## config.mk

```make
export PLATFORM = sky130hd
export DESIGN_NAME = step_clock_gen
export DESIGN_NICKNAME = d
export VERILOG_FILES = /design/src/rtl/clk_ctrl_pkg.sv /design/src/rtl/button_debounce.sv /design/src/rtl/step_clock_gen.sv
export SDC_FILE = /design/constraint.sdc
export NUM_CORES = 1
export LEC_CHECK = 0
export CELL_PAD_IN_SITES_DETAIL_PLACEMENT = 1
export CELL_PAD_IN_SITES_GLOBAL_PLACEMENT = 2
export CORE_MARGIN = 3
export CORE_UTILIZATION = 38
export DETAILED_ROUTE_END_ITERATION = 10
export PLACE_DENSITY_LB_ADDON = 0.25
export RECOVER_POWER = 100
export SYNTH_ARGS = -nofsm -noshare
export SYNTH_HDL_FRONTEND = slang
export SYNTH_SLANG_ARGS = --single-unit
```

## constraint.sdc

```tcl
create_clock -name CLK -period 2.95 [get_ports CLK]
set_clock_uncertainty 0.15 [all_clocks]
set_input_delay 0.885 -clock CLK [delete_from_list [all_inputs] [get_ports CLK]]
set_output_delay 0.885 -clock CLK [all_outputs]
set_load 0.05 [all_outputs]
```

## src/rtl/clk_ctrl_pkg.sv

```systemverilog
// Shared definitions for the CPU execution-rate controller.
//   STEP_COUNT_W : width of the issued-pulse counter
//   ST_*         : 2-bit controller state encodings (kept as plain constants
//                  so legacy code comparing against raw values still works)
package clk_ctrl_pkg;

  localparam int STEP_COUNT_W = 16;

  localparam logic [1:0] ST_STOPPED = 2'd0;
  localparam logic [1:0] ST_RUNNING = 2'd1;
  localparam logic [1:0] ST_STEP    = 2'd2;
  localparam logic [1:0] ST_HALTED  = 2'd3;

endpackage

```

## src/rtl/button_debounce.sv

```systemverilog
// Synchronizes and debounces one raw board push-button.
//   CLK        : system clock
//   RESET      : asynchronous, active-high reset
//   btn_raw    : raw, bouncing, active-high button input (asynchronous)
//   btn_stable : accepted button level after debouncing
//   btn_rise   : one-cycle pulse in the cycle after btn_stable goes 0->1
// A level change is accepted once the synchronized input has disagreed with
// the accepted level for 2^DEBOUNCE_BITS consecutive cycles.
module button_debounce #(
  parameter int DEBOUNCE_BITS = 16
) (
  input  logic CLK,
  input  logic RESET,
  input  logic btn_raw,
  output logic btn_stable,
  output logic btn_rise
);

  logic                     sync1;
  logic                     sync2;
  logic [DEBOUNCE_BITS-1:0] cnt;
  logic                     disagree;
  logic                     expire;

  always_comb begin
    disagree = (sync2 != btn_stable);
    // cnt counts prior disagreeing cycles, so all-ones marks the last one
    expire   = disagree && (cnt == '1);
  end

  always_ff @(posedge CLK or posedge RESET) begin
    if (RESET) begin
      sync1      <= 1'b0;
      sync2      <= 1'b0;
      cnt        <= '0;
      btn_stable <= 1'b0;
      btn_rise   <= 1'b0;
    end else begin
      sync1    <= btn_raw;
      sync2    <= sync1;
      btn_rise <= expire && !btn_stable;
      if (expire) begin
        btn_stable <= ~btn_stable;
        cnt        <= '0;
      end else if (disagree) begin
        cnt <= cnt + 1'b1;
      end else begin
        cnt <= '0;
      end
    end
  end

endmodule

```

## src/rtl/step_clock_gen.sv

```systemverilog
// CPU execution-rate controller: turns RUN / STEP_BTN / HALT into
// single-cycle clock enables for the core.
//   CLK        : system clock, sole domain
//   RESET      : asynchronous, active-high reset
//   RUN        : board switch (asynchronous level), 1 = free-run
//   STEP_BTN   : raw step push-button (asynchronous, bouncing)
//   HALT       : synchronous halt request from the core (level)
//   clk_en     : one-cycle enable to the core
//   running    : high while free-running
//   step_count : number of clk_en pulses issued, wraps
// Free-run issues one enable every 2^SLOW cycles; each debounced button
// press issues exactly one enable while stopped.
module step_clock_gen
  import clk_ctrl_pkg::*;
#(
  parameter int SLOW          = 20,
  parameter int DEBOUNCE_BITS = 16
) (
  input  logic                    CLK,
  input  logic                    RESET,
  input  logic                    RUN,
  input  logic                    STEP_BTN,
  input  logic                    HALT,
  output logic                    clk_en,
  output logic                    running,
  output logic [STEP_COUNT_W-1:0] step_count
);

  logic       run_s1;
  logic       run_s;
  logic       step_req;
  logic       unused_btn_stable;
  logic [1:0] state;
  logic [1:0] state_next;
  logic       tick;

  button_debounce #(
    .DEBOUNCE_BITS(DEBOUNCE_BITS)
  ) u_step_btn (
    .CLK       (CLK),
    .RESET     (RESET),
    .btn_raw   (STEP_BTN),
    .btn_stable(unused_btn_stable),
    .btn_rise  (step_req)
  );

  always_ff @(posedge CLK or posedge RESET) begin
    if (RESET) begin
      run_s1 <= 1'b0;
      run_s  <= 1'b0;
    end else begin
      run_s1 <= RUN;
      run_s  <= run_s1;
    end
  end

  // step_req outside STOPPED is simply dropped, never queued
  always_comb begin
    state_next = state;
    case (state)
      ST_STOPPED: begin
        if (run_s)         state_next = ST_RUNNING;
        else if (step_req) state_next = ST_STEP;
      end
      ST_RUNNING: begin
        if (HALT)        state_next = ST_HALTED;
        else if (!run_s) state_next = ST_STOPPED;
      end
      ST_STEP:     state_next = HALT ? ST_HALTED : ST_STOPPED;
      ST_HALTED: begin
        if (!run_s) state_next = ST_STOPPED;
      end
      default:     state_next = ST_STOPPED;
    endcase
  end

  always_ff @(posedge CLK or posedge RESET) begin
    if (RESET) state <= ST_STOPPED;
    else       state <= state_next;
  end

  // Divider only advances while staying in RUNNING, so every entry starts at 0
  if (SLOW == 0) begin : g_nodiv
    assign tick = 1'b1;
  end else begin : g_div
    logic [SLOW-1:0] div;

    always_ff @(posedge CLK or posedge RESET) begin
      if (RESET) begin
        div <= '0;
      end else if (state == ST_RUNNING && state_next == ST_RUNNING) begin
        div <= div + 1'b1;
      end else begin
        div <= '0;
      end
    end

    assign tick = (div == '1);
  end

  always_comb begin
    running = (state == ST_RUNNING);
    clk_en  = (state == ST_STEP) || ((state == ST_RUNNING) && tick);
  end

  always_ff @(posedge CLK or posedge RESET) begin
    if (RESET)       step_count <= '0;
    else if (clk_en) step_count <= step_count + 1'b1;
  end

endmodule

```

; ---- Word-level counts from Yosys, hierarchy flattened
; Index checks and enable logic that the tools add are counted.
[totals]
reg_bits = 60
in_bits = 5
out_inout_bits = 18
word_cells = 37
[classes]
add_sub_neg = 3
eq_ne = 7
mux = 9
bitwise_logic = 1
n_reduce_logical = 7
[ops]
columns = cell, count
row1 = 16-bit by 1-bit adder with 16-bit output (second input constant), 2
row2 = 16-bit two-way mux, 2
row3 = 20-bit by 1-bit adder with 20-bit output (second input constant), 1
row4 = 20-bit equality test (second input constant), 1
row5 = 20-bit two-way mux, 1
row6 = 16-bit equality test (second input constant), 1
row7 = 2-bit two-way mux, 5
row8 = 2-bit case mux with 4 select lines, 1
row9 = 2-bit by 1-bit equality test with 1-bit output (second input constant), 2
row10 = 2-bit equality test (second input constant), 2
row11 = 1-bit logical AND, 4
row12 = 2-bit logical NOT, 1
row13 = 1-bit logical NOT, 1
row14 = 1-bit logical OR, 1
row15 = 1-bit != test, 1
row16 = 1-bit inverter, 1

; ---- Logic depth before layout (Yosys ltp)
; Gate-level depths: netlist of the first run.
[depth]
depth_word = 6
ltp_mapped = 7
depth_no_buf = 6

; ---- Modules after synthesis
; From an unflattened synthesis of the first run, not the netlist that was laid out.
[hier_totals]
hier_cells = 256
hier_area_um2 = 2752.6
[modules_own_cells]
columns = module, instances, cells_each, area_per_inst_um2, seq_area_each_um2
row1 = step_clock_gen, 1, 172, 1856.8, 1001.0
row2 = button_debounce, 1, 84, 895.9, 500.5

; ---- Worst setup path after synthesis of the first run
; Ideal clock, no wire load.
[synth_timing]
path_kind = register -> output
startpoint = register state[1]
endpoint = output clk_en
t_arrival_ns = 1.824
required_time_ns = 1.915
slack_ns = 0.091
stages_incl_launch_ff = 5
path_buffers = 1
cell_sequence = dfrtp_1 > nor2b_1 > and3_1 > a21bo_4 > buf_6
[synth_between]
elab_chain_len = 3
elab_cells_between_ends = 4
cone_classes = eq/ne: 2 / reduce/logical: 2
[synth_lines]
columns = element, line_no
row1 = from (decl), step_clock_gen.sv:33  ; logic [1:0] state;
row2 = from (signal assigned), step_clock_gen.sv:79  ; else state <= state_next;
row3 = 2-bit by 1-bit equality test with 1-bit output, n/a
row4 = net running, step_clock_gen.sv:25  ; output logic running,
row5 = 1-bit logical AND, step_clock_gen.sv:103  ; clk_en = (state == ST_STEP) || ((state == ST_RUNNING) && tick);
row6 = 1-bit logical OR, step_clock_gen.sv:103
row7 = to (decl), step_clock_gen.sv:24  ; output logic clk_en,
; The timed path passes the listed nets, and every way through them passes these cells.

; ---- Final worst setup path of the first run
[layout_timing]
startpoint = register state[1]
endpoint = output running
[layout_between]
elab_chain_len = 1
[layout_lines]
columns = element, line_no
row1 = 2-bit by 1-bit equality test with 1-bit output, step_clock_gen.sv:102  ; running = (state == ST_RUNNING);
row2 = to (decl), step_clock_gen.sv:25
; No other way between the ends.

==> impl_summary.txt, run 1 <==
----------------------------------------------------
[STA]
  Worst hold slack across all endpoints ... 0.202 ns
  Setup-violating endpoint count in the final report ... 0
  Max-slew headroom ... 0.0284
  Fmax achieved ... 349 MHz
  Final Cycle Share ... 0.972
  Transition time of the tightest slew-check pin ... 1.46 ns
  Final critical-path setup slack ... 0.0825 ns
  Final min period ... 2.87 ns
  Total negative slack for setup checks ... 0 ns
  Final Max Slew Viols ... 0
  Setup repair after global routing missed its margin ... false
  Endpoints failing hold ... 0

[Clock tree]
  CTS max path bufs ... 2
  TritonCTS clock tree ... yes
  Number of levels in the clock H-tree ... 3
  Clock latency on the worst-skew pair ... 0.33 ns
  CTS sink count ... 60
  Total CTS buffers ... 9
  Clock transition at the register clock pins on the worst setup and hold paths after CTS ... 0.07 ns
  Root buf cell ... clkbuf_8

[Global route]
  Overall track demand over capacity in global routing ... 0.139
  Vias in the first global route ... 1874
  Gr ovfl total ... 0
  Antenna violations before repair ... 0
  Largest net degree at the start of global routing ... 61
  Global-route wire length before repair ... 9300 um

[Cells and area]
  Commonest non-fill, non-tap cell in the layout ... dfrtp_1
  Final Non-Filler Cells ... 381
  Share of the core filled with cells ... 0.473
  Share of cells above drive strength 1 ... 0.0877
  Layout-stage area growth over the synthesis result ... 19.9%
  Most frequent cells in the layout ... 60 x dfrtp_1, 43 x nor2_1, 29 x xnor2_1, 20 x dlygate4sd3_1, 19 x xor2_1
  Post-route cell area ... 3250 um^2
  Number of nets in the layout ... 288
  Ant diodes ... 0

[Drt]
  Routed length per instance ... 13.7 um
  Antenna Violating Nets Remaining ... 0
  Initial DRC Count ... 44
  DRT Wirelength ... 5230 um
  Vias after detailed routing ... 1810
  Post-route DRC violation count ... 0
  Number of detailed-routing iterations run before antenna repair ... 6
  Post-DR vias/cell ... 4.75

[Placed design]
  Setup WS pre-CTS ... 0.280 ns
  Area after detailed placement ... 3060 um^2
  Global placement routability congestion ... 0.697
  Inst Count DP ... 362
  Post-detail-place hpwl ... 3500 um
  Count of buffers from port buffering ... 22

[Setup path]
  Worst EP arrival ... 1.83 ns
  Critical setup path kind ... register to primary output
  Crit path buf inv count ... 1
  Kind of end point of the critical path ... primary output
  Kind of cell with the highest combined delay on the critical path ... buffers and inverters
  Slowest cell delay on critical path ... 0.85 ns
  Largest fanout on the critical path ... 6
  Slowest stage cell on the critical path ... clkdlybuf4s50_1
  Cells traversed along the worst timing path ... nor2b_1, clkdlybuf4s50_1
  Worst endpoint required time ... 1.92 ns
  Setup crit start kind ... register

[Pwr]
  Maximum resistive drop on vdd ... 0.445 mV
  Power Dens Cells ... 682 nW/um^2
  Total power consumption of the routed design ... 2.21 mW
  Leakage component of the power ... 1.44 nW

[Worst hold path]
  Class of the tightest hold or removal check ... register to register

[Synthesis]
  Average cell area after synthesis ... 11.0 um^2
  Count of unique library cells instantiated by Yosys ... 34
  Fraction of the yosys area taken by sequential cells ... 0.554
  Number of flops mapped to enable cells by yosys ... 0
  Number of synthesis warnings ... 0
  Most used DFF post-synth ... dfrtp_1
  Synthesized area ... 2710 um^2
  Synthesis-stage register bit count ... 60
  Async set or reset register ratio after synthesis ... 1.00
  Gate count after technology mapping ... 246
  Synth Net Count ... 254

[Floorplanning]
  Initial core utilization ... 0.395
  Boundary Pins ... 23
  Die Span X ... 90.5 um
  Core area ... 6870 um^2
  Die height ... 90.5 um
  Floorplan die area ... 8180 um^2
  Cell Rows ... 30

[Job]
  Number of max-cap violations ... 0

[Run status]
  Outcome ... finished, final reports clean

----------------------------------------------------
[path summary, 6_finish.rpt]
path / startpoint / to / slack (ns) / cells past startpoint
worst max-delay path: state[1]$_DFF_PP0_ / running / 0.08 / 2
worst min register to register: run_s1$_DFF_PP0_ / run_s$_DFF_PP0_ / 0.20 / 0
worst min-delay path: run_s1$_DFF_PP0_ / run_s$_DFF_PP0_ / 0.20 / 0
max in group asynchronous: RESET / u_step_btn.cnt[6]$_DFF_PP0_ / 0.43 / 3
worst max register to register: g_div.div[7]$_DFF_PP0_ / step_count[1]$_DFFE_PP0P_ / 0.53 / 5
min in group asynchronous: RESET / step_count[8]$_DFFE_PP0P_ / 1.35 / 3
[area by class of cell]
| class | instances | area (um^2) |
|---|---|---|
| Tap cell | 96 | 120 |
| Multi-Input combinational cell | 179 | 1170 |
| Timing Repair Buffer | 27 | 245 |
| Sequential cell | 60 | 1500 |
| Fill cell | 789 | 3620 |
| Clock inverter | 4 | 47.5 |
| Inverter | 3 | 11.3 |
| Clock buffer | 12 | 155 |
[where the power goes]
group	leakage, nW	internal (mW)	switching (mW)
Sequential	0.813	0.884	0.0754
Combinational	0.528	0.165	0.329
Clock	0.102	0.434	0.327
[registers in the layout, summed over array words and instances (netlist names)]
register and cells:
run_s 1, u_step_btn.cnt 16, u_step_btn.btn_rise 1, run_s1 1
u_step_btn.sync1 1, u_step_btn.sync2 1, u_step_btn.btn_stable 1, g_div.div 20
step_count 16, state 2
[logic make-up after synthesis]
kind of cell,after synthesis,share of synthesized area
and+or+nand+nor,118,0.232
DFF,60,0.554
AOI/OAI and AO/OA,7,0.0199
adders and majority gates,3,0.0139
muxes,3,0.0120
xor gates and xnor gates,48,0.155
buffers and inverters,7,0.0129
[synthesized netlist by cell type, drive strengths merged (3+ instances only)]
cell type	count	area, um^2
dfrtp	60	1500
nor2	43	161
xnor2	29	254
xor2	19	166
nand3	17	85.1
nand2	12	45.0
nand4	12	96.3
and3	11	68.8
nand2b	4	25.0
nor3	4	20.0
and4	3	26.3
ha	3	37.5
inv	3	11.3
nor3b	3	27.5
nor4	3	33.8
[worst reg2reg max path, stage by stage (launching register included)]
cell,delay [ns]
dfrtp_1,0.41
nand4_1,0.27
nor4_4,0.40
a21bo_4,0.18
clkbuf_1,0.49
mux2_2,0.41
[repair_timing]
action / CTS / global route
gates resized for setup: 0 / 0
setup buffers: 1 / 2
pin swaps: 1 / 1
endpoints found under the hold margin: 0 / 0
hold buffers: 0 / 0
setup endpoints to repair: 1 / 1
[layer usage]
| layer | global-route usage | wire length, um | up-vias |
|---|---|---|---|
| met2 | 0.218 | 2450 | 15 |
| met5 | 0 | 0 | - |
| met3 | 0.0275 | 115 | 8 |
| met1 | 0.193 | 2590 | 889 |
| met4 | 0.0497 | 74 | 0 |
| li1 | - | - | 898 |
(Power assumes the default switching activity.)
==> run 2, diff against run 1 <==
--- a/config.mk
+++ b/config.mk
@@ -7,9 +7,11 @@
 export LEC_CHECK = 0
 export CELL_PAD_IN_SITES_DETAIL_PLACEMENT = 1
 export CELL_PAD_IN_SITES_GLOBAL_PLACEMENT = 2
+export CORE_ASPECT_RATIO = 1.4
 export CORE_MARGIN = 3
-export CORE_UTILIZATION = 38
+export CORE_UTILIZATION = 41
 export DETAILED_ROUTE_END_ITERATION = 10
+export DONT_BUFFER_PORTS = 1
 export PLACE_DENSITY_LB_ADDON = 0.25
 export RECOVER_POWER = 100
 export SYNTH_ARGS = -nofsm -noshare
==> run 2 against run 1 <==
First-iteration DRC count increased by 43%. Sequential power increased by 15%. Sequential share of layout area increased by 3.5 points. Power decreased by 4.3%. Non-clock buffer count decreased by 19. Largest cell class unchanged.
==> impl_summary.txt, run 2 (synthesized netlist as in run 1, its figures left out) <==
----------------------------------------------------
[Clock tree]
  Root buf cell ... clkbuf_8
  Total CTS buffers ... 9
  Clock transition at the register clock pins on the worst setup and hold paths after CTS ... 0.07 ns
  Hold bufs inserted after CTS ... 0
  TritonCTS clock tree ... yes
  CTS max path bufs ... 2
  CTS sink count ... 60
  Number of levels in the clock H-tree ... 3
  Clock latency on the worst-skew pair ... 0.33 ns

[Floorplanning]
  Core area ... 6300 um^2
  Cell Rows ... 34
  Die height ... 102 um
  Initial core utilization ... 0.430
  Die Span X ... 74.7 um
  Boundary Pins ... 23
  Floorplan die area ... 7630 um^2

[STA]
  Endpoints failing hold ... 0
  Max-slew headroom ... 0.0740
  Setup-violating endpoint count in the final report ... 0
  Final min period ... 2.84 ns
  Transition time of the tightest slew-check pin ... 1.39 ns
  Fmax achieved ... 353 MHz
  Total negative slack for setup checks ... 0 ns
  Final Cycle Share ... 0.962
  Setup repair after global routing missed its margin ... false
  Final Max Slew Viols ... 0

[Cells and area]
  Final Non-Filler Cells ... 337
  Top Registers ... g_div.div: 20 flops, step_count: 16 flops, u_step_btn.cnt: 16 flops
  Ant diodes ... 0
  Commonest non-fill, non-tap cell in the layout ... dfrtp_1
  Most frequent cells in the layout ... 60 x dfrtp_1, 43 x nor2_1, 29 x xnor2_1, 19 x xor2_1, 17 x nand3_1
  Layout-stage area growth over the synthesis result ... 11.5%
  Fill cell count ... 689
  Number of flip-flops under the largest register name ... 20
  Largest reg by FF count ... g_div.div
  Share of cells above drive strength 1 ... 0.102
  Post-route cell area ... 3020 um^2
  Number of nets in the layout ... 270

[Drt]
  Post-route DRC violation count ... 0
  Number of detailed-routing iterations run before antenna repair ... 4
  Antenna Violating Nets Remaining ... 0
  Post-DR vias/cell ... 5.33
  Routed length per instance ... 15.6 um
  Vias after detailed routing ... 1796
  Initial DRC Count ... 63
  DRT Wirelength ... 5270 um

[Setup path]
  Slowest cell delay on critical path ... 0.38 ns
  Critical register-to-register path startpoint ... u_step_btn.cnt[0]$_DFF_PP0_
  Cells traversed along the worst timing path ... ha_2, nand4_1, nor4_4, a21bo_4
  Slowest stage cell on the critical path ... dfrtp_1
  Worst EP arrival ... 1.80 ns
  Setup crit start kind ... register
  Kind of end point of the critical path ... primary output
  Endpoint of the worst-slack reg-to-reg timing path ... u_step_btn.cnt[11]$_DFF_PP0_
  R2R Setup Slk ... 0.78 ns
  Largest fanout on the critical path ... 7
  Launch point of the critical path ... g_div.div[0]$_DFF_PP0_
  Worst-case reg-to-reg path depth ... 6
  Worst endpoint required time ... 1.92 ns
  Critical setup path kind ... register to primary output

[Placed design]
  Global placement routability congestion ... 0.697
  Post-detail-place hpwl ... 3630 um
  Count of buffers from port buffering ... 0
  Inst Count DP ... 319
  Area after detailed placement ... 2810 um^2

[Pwr]
  Cell Int Power ... 1.39 mW
  Power Dens Cells ... 701 nW/um^2
  Fraction of power consumed by combinational cells ... 0.140
  Clock share of power ... 0.342
  Maximum resistive drop on vdd ... 0.409 mV
  Sequential group share of total power ... 0.518
  Leakage component of the power ... 1.32 nW
  Proportion of total power due to net switching ... 0.342
  Switching component of the power ... 0.725 mW
  Total power consumption of the routed design ... 2.12 mW

[Global route]
  Gr ovfl total ... 0
  Overall track demand over capacity in global routing ... 0.160
  Antenna violations before repair ... 0
  Largest net degree at the start of global routing ... 27
  Vias in the first global route ... 1947
  Global-route wire length before repair ... 9190 um

[Worst hold path]
  Hold endpoint ... u_step_btn.sync2$_DFF_PP0_
  Hold Startpoint ... u_step_btn.sync1$_DFF_PP0_
  WHS Path Cells ... 0
  Class of the tightest hold or removal check ... register to register

[Job]
  Number of max-cap violations ... 0

[Run status]
  Outcome ... finished, final reports clean

----------------------------------------------------
==> run 2: changes by cell type in the layout (fill, tap and decap cells not counted), sizes merged <==
cell           change
clkinv             -1
a21bo              +1
clkbuf             -2
dlygate4sd3       -20
inv                +1
clkdlybuf4s50      -1
buf                +2
==> run 2: worst max-delay path by stage <==
stage / end / slack [ns]
global route: clk_en / 0.0004
global placement: clk_en / 0.40
detailed placement: clk_en / 0.35
CTS: clk_en / 0.01
floorplan: clk_en / 0.09
finish: clk_en / 0.11
==> run 2: layout make-up <==
cell class / instances / area (um^2) / area share
timing repair buffer: 8 / 45.0 / 0.0149
tap: 72 / 90.1 / 0.0298
sequential: 60 / 1500 / 0.497
inverter: 3 / 11.3 / 0.00373
clock buffer: 10 / 138 / 0.0455
multi-input combinational: 180 / 1190 / 0.392
clock inverter: 4 / 51.3 / 0.0170
==> run 2: per-stage QoR <==
stage,setup WS (ns),util,hold slack (ns)
after floorplan,0.0908,-,0.181
after global placement,0.397,0.447,0.184
after detailed placement,0.353,0.447,0.187
after CTS,0.0137,0.479,0.202
after global routing,0.000408,0.480,0.207
final,0.113,0.480,0.198
==> run 2: what timing repair did <==
action	CTS	global route
resized for setup	0	1
setup buffers	0	3
gates cloned	1	0
pin swaps	2	2
setup endpoints to repair	1	1
==> run 2: critical path: cells and delay by family, from the launching register on <==
kind,cells,cell delay (ns)
adders and majority gates,1,0.22
DFF,1,0.38
AOI/OAI and AO/OA,1,0.34
and+or+nand+nor,2,0.53
==> run 2: layer usage <==
layer,vias up,global-route usage,routed length [um]
met2,16,0.246,2650
met3,9,0.0335,136
li1,861,-,-
met5,-,0,0
met1,910,0.203,2340
met4,0,0.0986,144
==> run 2: power by group through the flow <==
stage	Sequential (mW)	Clock (mW)	Combinational, mW
final	1.10	0.725	0.298
after detailed placement	1.12	0	0.288
after global placement	1.11	0	0.279
after floorplan	1.09	0	0.244
after CTS	1.10	0.748	0.304
after global routing	1.11	0.779	0.333
